<file path="src/rtl/sha256_pkg.sv">
// Definitions shared by the SHA-256 compression core and its message padder:
// round constants, initial hash words, round functions and padder block geometry.
package sha256_pkg;

  localparam int BLOCK_BYTES = 64;
  localparam int LEN_OFFSET  = 56;

  localparam logic [31:0] H0_INITIAL = 32'h6a09e667;
  localparam logic [31:0] H1_INITIAL = 32'hbb67ae85;
  localparam logic [31:0] H2_INITIAL = 32'h3c6ef372;
  localparam logic [31:0] H3_INITIAL = 32'ha54ff53a;
  localparam logic [31:0] H4_INITIAL = 32'h510e527f;
  localparam logic [31:0] H5_INITIAL = 32'h9b05688c;
  localparam logic [31:0] H6_INITIAL = 32'h1f83d9ab;
  localparam logic [31:0] H7_INITIAL = 32'h5be0cd19;

  localparam logic [0:63][31:0] K = {
    32'h428a2f98, 32'h71374491, 32'hb5c0fbcf, 32'he9b5dba5,
    32'h3956c25b, 32'h59f111f1, 32'h923f82a4, 32'hab1c5ed5,
    32'hd807aa98, 32'h12835b01, 32'h243185be, 32'h550c7dc3,
    32'h72be5d74, 32'h80deb1fe, 32'h9bdc06a7, 32'hc19bf174,
    32'he49b69c1, 32'hefbe4786, 32'h0fc19dc6, 32'h240ca1cc,
    32'h2de92c6f, 32'h4a7484aa, 32'h5cb0a9dc, 32'h76f988da,
    32'h983e5152, 32'ha831c66d, 32'hb00327c8, 32'hbf597fc7,
    32'hc6e00bf3, 32'hd5a79147, 32'h06ca6351, 32'h14292967,
    32'h27b70a85, 32'h2e1b2138, 32'h4d2c6dfc, 32'h53380d13,
    32'h650a7354, 32'h766a0abb, 32'h81c2c92e, 32'h92722c85,
    32'ha2bfe8a1, 32'ha81a664b, 32'hc24b8b70, 32'hc76c51a3,
    32'hd192e819, 32'hd6990624, 32'hf40e3585, 32'h106aa070,
    32'h19a4c116, 32'h1e376c08, 32'h2748774c, 32'h34b0bcb5,
    32'h391c0cb3, 32'h4ed8aa4a, 32'h5b9cca4f, 32'h682e6ff3,
    32'h748f82ee, 32'h78a5636f, 32'h84c87814, 32'h8cc70208,
    32'h90befffa, 32'ha4506ceb, 32'hbef9a3f7, 32'hc67178f2
  };

  // Working variables of one compression round.
  typedef struct packed {
    logic [31:0] a;
    logic [31:0] b;
    logic [31:0] c;
    logic [31:0] d;
    logic [31:0] e;
    logic [31:0] f;
    logic [31:0] g;
    logic [31:0] h;
  } stage_t;

  typedef enum logic [1:0] {
    ST_FILL,
    ST_SEND,
    ST_EXTRA
  } pad_state_t;

  function automatic logic [31:0] rotr(input logic [31:0] x, input int unsigned n);
    return (x >> n) | (x << (32 - n));
  endfunction

  function automatic logic [31:0] S0(input logic [31:0] x);
    return rotr(x, 2) ^ rotr(x, 13) ^ rotr(x, 22);
  endfunction

  function automatic logic [31:0] S1(input logic [31:0] x);
    return rotr(x, 6) ^ rotr(x, 11) ^ rotr(x, 25);
  endfunction

  function automatic logic [31:0] s0(input logic [31:0] x);
    return rotr(x, 7) ^ rotr(x, 18) ^ (x >> 3);
  endfunction

  function automatic logic [31:0] s1(input logic [31:0] x);
    return rotr(x, 17) ^ rotr(x, 19) ^ (x >> 10);
  endfunction

  // Bit offset of byte idx inside a block; byte 0 is the most significant.
  function automatic int byte_lsb(input logic [5:0] idx);
    return (BLOCK_BYTES - 1 - int'(idx)) * 8;
  endfunction

endpackage

</file>
<file path="src/rtl/sha256_padder_if.sv">
// Message, block, digest and final-hash channels between the padder and its neighbours.
interface sha256_padder_if;
  import sha256_pkg::*;

  logic                     msg_valid;
  logic [7:0]               msg_data;
  logic                     msg_last;
  logic                     msg_ready;

  logic                     blk_valid;
  logic [BLOCK_BYTES*8-1:0] blk_data;
  logic                     blk_new;
  logic                     blk_ready;

  logic                     dig_valid;
  logic [255:0]             dig_data;
  logic                     dig_ready;

  logic                     hash_valid;
  logic [255:0]             hash;
  logic                     hash_ready;

  modport slave (
    input  msg_valid, msg_data, msg_last, blk_ready, dig_valid, dig_data, hash_ready,
    output msg_ready, blk_valid, blk_data, blk_new, dig_ready, hash_valid, hash
  );

  modport master (
    output msg_valid, msg_data, msg_last, blk_ready, dig_valid, dig_data, hash_ready,
    input  msg_ready, blk_valid, blk_data, blk_new, dig_ready, hash_valid, hash
  );

endinterface

</file>
<file path="src/rtl/sha256_padder.sv">
// Byte-stream to 512-bit block padder for the SHA-256 core; forwards only the
// digest of each message's final block as the hash.
module sha256_padder
  import sha256_pkg::*;
#(
  parameter int LEN_W = 64
) (
  input  logic           clk_i,
  input  logic           rst_i,
  sha256_padder_if.slave bus
);

  localparam logic [5:0]       PTR_LAST = 6'(BLOCK_BYTES - 1);
  localparam logic [5:0]       PTR_FIT  = 6'(LEN_OFFSET - 1);
  localparam logic [LEN_W-4:0] CNT_ONE  = 1;

  pad_state_t r_state;
  pad_state_t w_state_nxt;

  logic [5:0]               r_ptr;
  logic [LEN_W-4:0]         r_cnt;
  logic [63:0]              r_len;
  logic                     r_first;
  logic                     r_final;
  logic                     r_extra;
  logic                     r_extra_pl;
  logic                     r_final_sent;
  logic [BLOCK_BYTES*8-1:0] r_buf;
  logic                     r_hash_valid;
  logic [255:0]             r_hash;

  logic                     w_msg_ready;
  logic                     w_blk_valid;
  logic                     w_blk_new;
  logic                     w_accept;
  logic                     w_blk_hs;
  logic                     w_dig_hs;
  logic                     w_fits;
  logic [LEN_W-4:0]         w_cnt_inc;
  logic [LEN_W-1:0]         w_len_bits;
  logic [63:0]              w_len64;
  logic [BLOCK_BYTES*8-1:0] w_fill_buf;
  logic [BLOCK_BYTES*8-1:0] w_extra_buf;

  assign w_accept   = bus.msg_valid && w_msg_ready;
  assign w_blk_hs   = w_blk_valid && bus.blk_ready;
  assign w_dig_hs   = bus.dig_valid && !r_hash_valid;
  assign w_fits     = r_ptr < PTR_FIT;
  assign w_cnt_inc  = r_cnt + CNT_ONE;
  assign w_len_bits = {w_cnt_inc, 3'b000};
  assign w_len64    = 64'(w_len_bits);

  // Overflow block: zeros plus length, led by 0x80 when the message filled the last block exactly.
  assign w_extra_buf = {(r_extra_pl ? 8'h80 : 8'h00), {(BLOCK_BYTES*8-72){1'b0}}, r_len};

  always_comb begin
    w_fill_buf = r_buf;
    w_fill_buf[byte_lsb(r_ptr) +: 8] = bus.msg_data;
    if (bus.msg_last && (r_ptr != PTR_LAST)) begin
      w_fill_buf[byte_lsb(r_ptr + 6'd1) +: 8] = 8'h80;
    end
    if (bus.msg_last && w_fits) begin
      w_fill_buf[63:0] = w_len64;
    end
  end

  always_ff @(posedge clk_i) begin
    if (rst_i) begin
      r_state <= ST_FILL;
    end else begin
      r_state <= w_state_nxt;
    end
  end

  always_comb begin
    w_state_nxt = r_state;
    w_msg_ready = 1'b0;
    w_blk_valid = 1'b0;
    w_blk_new   = 1'b0;
    unique case (r_state)
      ST_FILL: begin
        w_msg_ready = 1'b1;
        if (bus.msg_valid && (bus.msg_last || (r_ptr == PTR_LAST))) begin
          w_state_nxt = ST_SEND;
        end
      end
      ST_SEND: begin
        w_blk_valid = 1'b1;
        w_blk_new   = r_first;
        if (bus.blk_ready) begin
          w_state_nxt = r_extra ? ST_EXTRA : ST_FILL;
        end
      end
      ST_EXTRA: begin
        w_blk_valid = 1'b1;
        if (bus.blk_ready) begin
          w_state_nxt = ST_FILL;
        end
      end
      default: w_state_nxt = ST_FILL;
    endcase
  end

  always_ff @(posedge clk_i) begin
    if (rst_i) begin
      r_ptr        <= '0;
      r_cnt        <= '0;
      r_len        <= '0;
      r_first      <= 1'b1;
      r_final      <= 1'b0;
      r_extra      <= 1'b0;
      r_extra_pl   <= 1'b0;
      r_final_sent <= 1'b0;
      r_buf        <= '0;
    end else begin
      if (w_dig_hs && r_final_sent) begin
        r_final_sent <= 1'b0;
      end
      unique case (r_state)
        ST_FILL: begin
          if (w_accept) begin
            r_buf <= w_fill_buf;
            if (bus.msg_last) begin
              r_ptr      <= '0;
              r_cnt      <= '0;
              r_len      <= w_len64;
              r_final    <= w_fits;
              r_extra    <= !w_fits;
              r_extra_pl <= (r_ptr == PTR_LAST);
            end else begin
              r_ptr   <= r_ptr + 6'd1;
              r_cnt   <= w_cnt_inc;
              r_final <= 1'b0;
              r_extra <= 1'b0;
            end
          end
        end
        ST_SEND: begin
          if (w_blk_hs) begin
            r_first <= r_final;
            r_extra <= 1'b0;
            r_buf   <= r_extra ? w_extra_buf : '0;
            if (r_final) begin
              r_final_sent <= 1'b1;
            end
          end
        end
        ST_EXTRA: begin
          if (w_blk_hs) begin
            r_first      <= 1'b1;
            r_final_sent <= 1'b1;
            r_buf        <= '0;
          end
        end
        default: ;
      endcase
    end
  end

  // Intermediate digests are swallowed; only the one following a final block is kept.
  always_ff @(posedge clk_i) begin
    if (rst_i) begin
      r_hash_valid <= 1'b0;
      r_hash       <= '0;
    end else begin
      if (r_hash_valid && bus.hash_ready) begin
        r_hash_valid <= 1'b0;
      end
      if (w_dig_hs && r_final_sent) begin
        r_hash       <= bus.dig_data;
        r_hash_valid <= 1'b1;
      end
    end
  end

  assign bus.msg_ready  = w_msg_ready;
  assign bus.blk_valid  = w_blk_valid;
  assign bus.blk_data   = r_buf;
  assign bus.blk_new    = w_blk_new;
  assign bus.dig_ready  = !r_hash_valid;
  assign bus.hash_valid = r_hash_valid;
  assign bus.hash       = r_hash;

endmodule

</file>
<file path="src/flat_wrapper.sv">
// flat-port wrapper written by rule: the top's interface ports become plain ports
module sha256_padder_flat import sha256_pkg::*;
#(
  parameter int LEN_W = 64
)
  (clk_i, rst_i, bus_msg_valid, bus_msg_data, bus_msg_last, bus_blk_ready, bus_dig_valid, bus_dig_data, bus_hash_ready, bus_msg_ready, bus_blk_valid, bus_blk_data, bus_blk_new, bus_dig_ready, bus_hash_valid, bus_hash);
  sha256_padder_if bus_i ();
  input  logic clk_i;
  input  logic rst_i;
  input wire logic [$bits(bus_i.msg_valid)-1:0] bus_msg_valid;
  input wire logic [$bits(bus_i.msg_data)-1:0] bus_msg_data;
  input wire logic [$bits(bus_i.msg_last)-1:0] bus_msg_last;
  input wire logic [$bits(bus_i.blk_ready)-1:0] bus_blk_ready;
  input wire logic [$bits(bus_i.dig_valid)-1:0] bus_dig_valid;
  input wire logic [$bits(bus_i.dig_data)-1:0] bus_dig_data;
  input wire logic [$bits(bus_i.hash_ready)-1:0] bus_hash_ready;
  output wire logic [$bits(bus_i.msg_ready)-1:0] bus_msg_ready;
  output wire logic [$bits(bus_i.blk_valid)-1:0] bus_blk_valid;
  output wire logic [$bits(bus_i.blk_data)-1:0] bus_blk_data;
  output wire logic [$bits(bus_i.blk_new)-1:0] bus_blk_new;
  output wire logic [$bits(bus_i.dig_ready)-1:0] bus_dig_ready;
  output wire logic [$bits(bus_i.hash_valid)-1:0] bus_hash_valid;
  output wire logic [$bits(bus_i.hash)-1:0] bus_hash;
  assign bus_i.msg_valid = bus_msg_valid;
  assign bus_i.msg_data = bus_msg_data;
  assign bus_i.msg_last = bus_msg_last;
  assign bus_i.blk_ready = bus_blk_ready;
  assign bus_i.dig_valid = bus_dig_valid;
  assign bus_i.dig_data = bus_dig_data;
  assign bus_i.hash_ready = bus_hash_ready;
  assign bus_msg_ready = bus_i.msg_ready;
  assign bus_blk_valid = bus_i.blk_valid;
  assign bus_blk_data = bus_i.blk_data;
  assign bus_blk_new = bus_i.blk_new;
  assign bus_dig_ready = bus_i.dig_ready;
  assign bus_hash_valid = bus_i.hash_valid;
  assign bus_hash = bus_i.hash;
  sha256_padder #(.LEN_W(LEN_W)) u_core (.clk_i(clk_i), .rst_i(rst_i), .bus(bus_i));
endmodule
</file>
<file path="config.mk">
export PLATFORM = sky130hd
export DESIGN_NAME = sha256_padder_flat
export DESIGN_NICKNAME = d
export VERILOG_FILES = /design/src/rtl/sha256_pkg.sv /design/src/rtl/sha256_padder_if.sv /design/src/rtl/sha256_padder.sv /design/src/flat_wrapper.sv
export SDC_FILE = /design/constraint.sdc
export NUM_CORES = 2
export LEC_CHECK = 0
export CAP_MARGIN = 5
export CORE_AREA = 2 2 408 410
export DETAILED_ROUTE_END_ITERATION = 8
export DIE_AREA = 0 0 410 412
export REMOVE_ABC_BUFFERS = 1
export SYNTH_ARGS = -nofsm -noshare
export SYNTH_HDL_FRONTEND = slang
export SYNTH_SLANG_ARGS = --single-unit
</file>
<file path="constraint.sdc">
create_clock -name clk_i -period 3.77 [get_ports clk_i]
set_clock_uncertainty 0.15 [all_clocks]
set_input_delay 0.9425 -clock clk_i [delete_from_list [all_inputs] [get_ports clk_i]]
set_output_delay 0.9425 -clock clk_i [all_outputs]
set_load 0.03 [all_outputs]
</file>
==> run summary <==
The flow ran to the end, and the final reports show no timing, DRC or antenna violations. After synthesis, the netlist uses 100 different library cells. The timing-limited maximum frequency was 276.1 MHz; the average detailed-routed wire length per instance was 26.61 um. The run gives 0 as the max-cap check violation count. The placement-stage worst setup slack was -0.4724 ns; the share of cells above drive strength 1 was 12.20%. The signal on the critical path passes through buf_4 > ha_1 > buf_4 > xor2_2 > nand2_1 > or4_1 > nor2_1 > a211oi_1 > buf_4 > o21ai_0 > a21oi_1.

The number of pins with negative max-slew slack in the final report was 0. The endpoint identified for the worst register-to-register timing path is u_core.bus.blk_data[205]$_SDFFE_PP0P_. The worst path meets setup with 0.1477 ns of slack. Clock tree synthesis inserted a total of 106 buffers. The worst hold path begins at u_core.r_len[47]$_SDFFE_PP0P_. The run gives 5864 as the number of nets in the finished design.

The post-synthesis cell area was 37520 um2. The boundary pin count was 1044. For the final hold slack, the log shows 0.3007 ns. Of all nets on the critical path, the largest fanout is 11.

Power spread over the standard cell area amounts to 422.0 nW/um2. The worst ir drop on vdd is 0.3634 mV. The tools report the number of buffers inserted by hold repair at cts as 0. The detailed router finished its first iteration with 3488 violations. The fraction of synthesis flops using an asynchronous set or reset pin came out at 0%.

The iteration count of the initial detailed-routing pass is 6. In this run the critical register-to-register path is launched from u_core.r_ptr[0]$_SDFFE_PP0P_. A synthesized cell averages 8.581 um2.

For the hold violation count in the final report, the log shows 0. The cell type with the highest occurrence count on the critical path was sky130_fd_sc_hd__buf_4. The run gives 30 as the number of antenna violations at the first check in global routing.

On the critical path the largest part of the delay comes from simple AND/OR/NAND/NOR gates. The width of the chip was 410 um. The layout-stage area growth over the synthesis result is 50.74%. The synthesized design contains 0 enable-type register cells. The sort of element at the start of the critical path is a register. STA puts the critical path data arrival time at 4.07 ns.

The run gives 0 as the count of nets left with antenna violations after detail routing. The category of the most critical setup path was reg2reg. The starting utilization of the core area came out at 22.84%. Final critical delay including setup and external delays: 3.622 ns. The min-delay analysis places its worst path in the category reg2reg.

The worst hold path terminates at u_core.r_len[47]$_SDFFE_PP0P_. The critical path contains buffers and inverters numbering 3 combined. The detailed placer's ending HPWL was 163.9 mm; the number of H-tree levels was 3. In this run the tool buffered the top-level ports with 1043 buffer cells. The number of global-route vias before repair is 38.14k. Counting flops and latches in the post-synthesis netlist gives 904. Largest net degree at the start of global routing: 184. The commonest register cell after synthesis is sky130_fd_sc_hd__dfxtp_1. The standard-cell row count was 149.

The detail-routed via count per cell is 5.097. The routing layer with the top usage in global route was met2. The global routing usage on met1 is 24.76%, and the first-pass GRT wire length is 289.4 mm. The largest individual stage delay along the critical path comes from the cell sky130_fd_sc_hd__nor2_1.

The die is 412 um tall. For this design the static power due to leakage is 19.77 nW. The synthesis warning total was 0; the number of failing setup endpoints in the final timing report was 0.

Overall power consumption after layout is estimated at 0.02387 W. The worst setup path is captured at a register. Once layout is complete, the utilization of the core stands at 34.43%.

TritonCTS built the clock tree. The tree is rooted in a sky130_fd_sc_hd__clkbuf_16. The clock latency reported for the late side of the worst-skew pair came out at 0.74 ns.

Setup repair after global routing left no endpoint under its margin. Synthesis handed over a netlist of 4372 instances. The headroom to the max-slew limit is 18.21%, and the largest incremental delay on the critical path is 0.80 ns.

The routed design has 209.2 mm of wire. The post-CTS clock slew at the launch and capture registers of the worst setup and hold paths was 0.06 ns. The sequential share of the synthesized area is 48.24%, and the flop-to-flop setup slack is 0.15 ns.

Global routing used 23.46% of the available tracks across all layers. The worst register-to-register path has a depth of 11. The slew of the pin with the lowest slew margin is 1.227 ns, and the core box area is 164200 um2. The deepest clock path buffer count was 3; the final worst-path cycle share was 96.08%. The worst hold path was traced through 2 stages. Summed over all layers, the global routing overflow is 0. The met3 routing resource usage after global routing was 7.900%; the clock sink total was 904. The congestion estimate from routability-driven global placement came to 1.023. At the worst endpoint, the required time is 4.21 ns. Summing over every cut layer, the via total after detailed routing is 40.07k. The area of the die was 168900 um2. The number of remaining DRC errors is 0, and the met2 track demand over resource is 41.99%.
## placed cells by master, fill, tap and decap left out, types with 50 or more instances in the layout
master                               n
sky130_fd_sc_hd__a21oi_1           497
sky130_fd_sc_hd__a22o_1            158
sky130_fd_sc_hd__a32o_1             91
sky130_fd_sc_hd__buf_4             363
sky130_fd_sc_hd__clkbuf_16         106
sky130_fd_sc_hd__clkdlybuf4s50_1  1026
sky130_fd_sc_hd__dfxtp_1           903
sky130_fd_sc_hd__nand2_1           787
sky130_fd_sc_hd__nand2b_1           50
sky130_fd_sc_hd__nand3_1            89
sky130_fd_sc_hd__nor2_1            349
sky130_fd_sc_hd__nor3_1            114
sky130_fd_sc_hd__o21ai_0           149
sky130_fd_sc_hd__o2bb2ai_1          96
## through the flow
step	setup TNS, ns	cells	instance area (um2)
2_1_floorplan	-1715.95	4041	36160
3_3_place_gp	-27.34	7659	52720
3_5_place_dp	-33.20	7660	52730
4_1_cts	0	7851	56450
5_1_grt	0	7857	56540
6_report	0	7862	56550
## worst reg2reg max path, delay by kind of cell (launching register included)
family	cells	cell delay, ns
AND/OR/NAND/NOR	3	1.51
buffers and inverters	3	0.58
AO/OA/AOI/OAI	3	0.39
flip-flops	1	0.37
XOR/XNOR	1	0.28
adder cells (fa/ha/maj)	1	0.20
## worst max path at each step
stage / end / slack (ns) / cells after the start / start
after global placement: u_core.bus.blk_data[364]$_SDFFE_PP0P_ / -0.47 / 10 / bus_msg_last
after global routing: u_core.bus.blk_data[349]$_SDFFE_PP0P_ / 0.03 / 9 / u_core.r_ptr[0]$_SDFFE_PP0P_
after detailed placement: u_core.bus.blk_data[363]$_SDFFE_PP0P_ / -0.47 / 10 / bus_msg_last
after CTS: u_core.bus.blk_data[174]$_SDFFE_PP0P_ / 0.01 / 11 / u_core.r_ptr[0]$_SDFFE_PP0P_
final: u_core.bus.blk_data[205]$_SDFFE_PP0P_ / 0.15 / 11 / u_core.r_ptr[0]$_SDFFE_PP0P_
after floorplan: u_core.bus.blk_data[400]$_SDFFE_PP0P_ / -3.44 / 9 / u_core.r_state[0]$_SDFFE_PP0P_
## area by class of cell
| class | instances | area, um2 |
|---|---|---|
| antenna | 9 | 22.52 |
| clock buffer | 145 | 2979 |
| clock inverter | 46 | 732.0 |
| fill | 16960 | 107700 |
| inverter | 17 | 63.81 |
| multi-input combinational | 3120 | 18150 |
| sequential | 904 | 18100 |
| tap | 2189 | 2739 |
| timing repair buffer | 1432 | 13770 |
## metal layers
| metal | vias to the layer above | wire length [um] |
|---|---|---|
| met1 | 19460 | 74290 |
| met2 | 1925 | 103900 |
| met5 | - | 259 |
| li1 | 18200 | - |
| met3 | 451 | 19630 |
| met4 | 38 | 11180 |
## registers in the layout, indices dropped and copies added (netlist names)
register / cells
u_core.bus.blk_data: 512
u_core.bus.hash: 256
u_core.r_cnt: 61
u_core.r_len: 61
u_core.r_ptr: 6
u_core.r_state: 2
u_core.bus.hash_valid: 1
u_core.r_extra: 1
u_core.r_extra_pl: 1
u_core.r_final: 1
u_core.r_final_sent: 1
u_core.r_first: 1
## Yosys cell counts (all sizes together) (5+ instances only)
cell type | instances | area [um2]
xnor2 | 36 | 322.8
o31a | 5 | 43.79
a32o | 91 | 910.9
ha | 12 | 150.1
nand2b | 50 | 312.8
and2 | 14 | 87.58
nor4 | 40 | 371.6
and4 | 12 | 105.1
nor2b | 24 | 150.1
nand4 | 32 | 200.2
o211ai | 33 | 252.7
o22ai | 36 | 225.2
a22oi | 31 | 232.7
o2bb2ai | 96 | 840.8
nor2 | 359 | 1373
inv | 16 | 60.05
a211oi | 44 | 347.8
a32oi | 9 | 78.83
a21o | 11 | 82.58
a21oi | 500 | 2510
o221a | 5 | 56.30
dfxtp | 904 | 18100
nor3 | 126 | 693.2
mux2i | 38 | 384.1
a221o | 13 | 130.1
clkbuf | 263 | 987.2
and3 | 48 | 300.3
o21bai | 7 | 52.55
a22o | 158 | 1384
buf | 68 | 364.1
o21a | 8 | 60.06
a31oi | 18 | 118.9
xor2 | 31 | 279.0
a311oi | 8 | 70.07
nand3 | 92 | 470.5
or4 | 8 | 63.81
o21ai | 161 | 813.3
o31ai | 15 | 141.4
nand3b | 12 | 90.09
or2 | 7 | 43.80
mux2 | 25 | 281.5
nand2 | 789 | 2967
or3 | 34 | 212.7
a221oi | 34 | 304.0
## where the power goes
part / total [W] / switching (W) / internal, W
clock network: 0.0110 / 0.00452 / 0.00652
logic: 0.00303 / 0.00195 / 0.00108
registers: 0.00979 / 0.000107 / 0.00968
total: 0.0239 / 0.00658 / 0.0173
## repair_timing
item	CTS	global route
resized for setup	1	13
gates cloned	0	0
setup buffers	0	2
pin swaps	0	1
setup endpoints to repair	7	118
## cell families after synthesis
| logic type | share of synthesized area (%) |
|---|---|
| AO/OA/AOI/OAI | 24.09 |
| XOR/XNOR | 1.728 |
| adder cells (fa/ha/maj) | 0.4002 |
| buffers and inverters | 3.772 |
| flip-flops | 48.24 |
| multiplexers | 1.774 |
| AND/OR/NAND/NOR | 20.00 |
(Power assumes the default switching activity.)
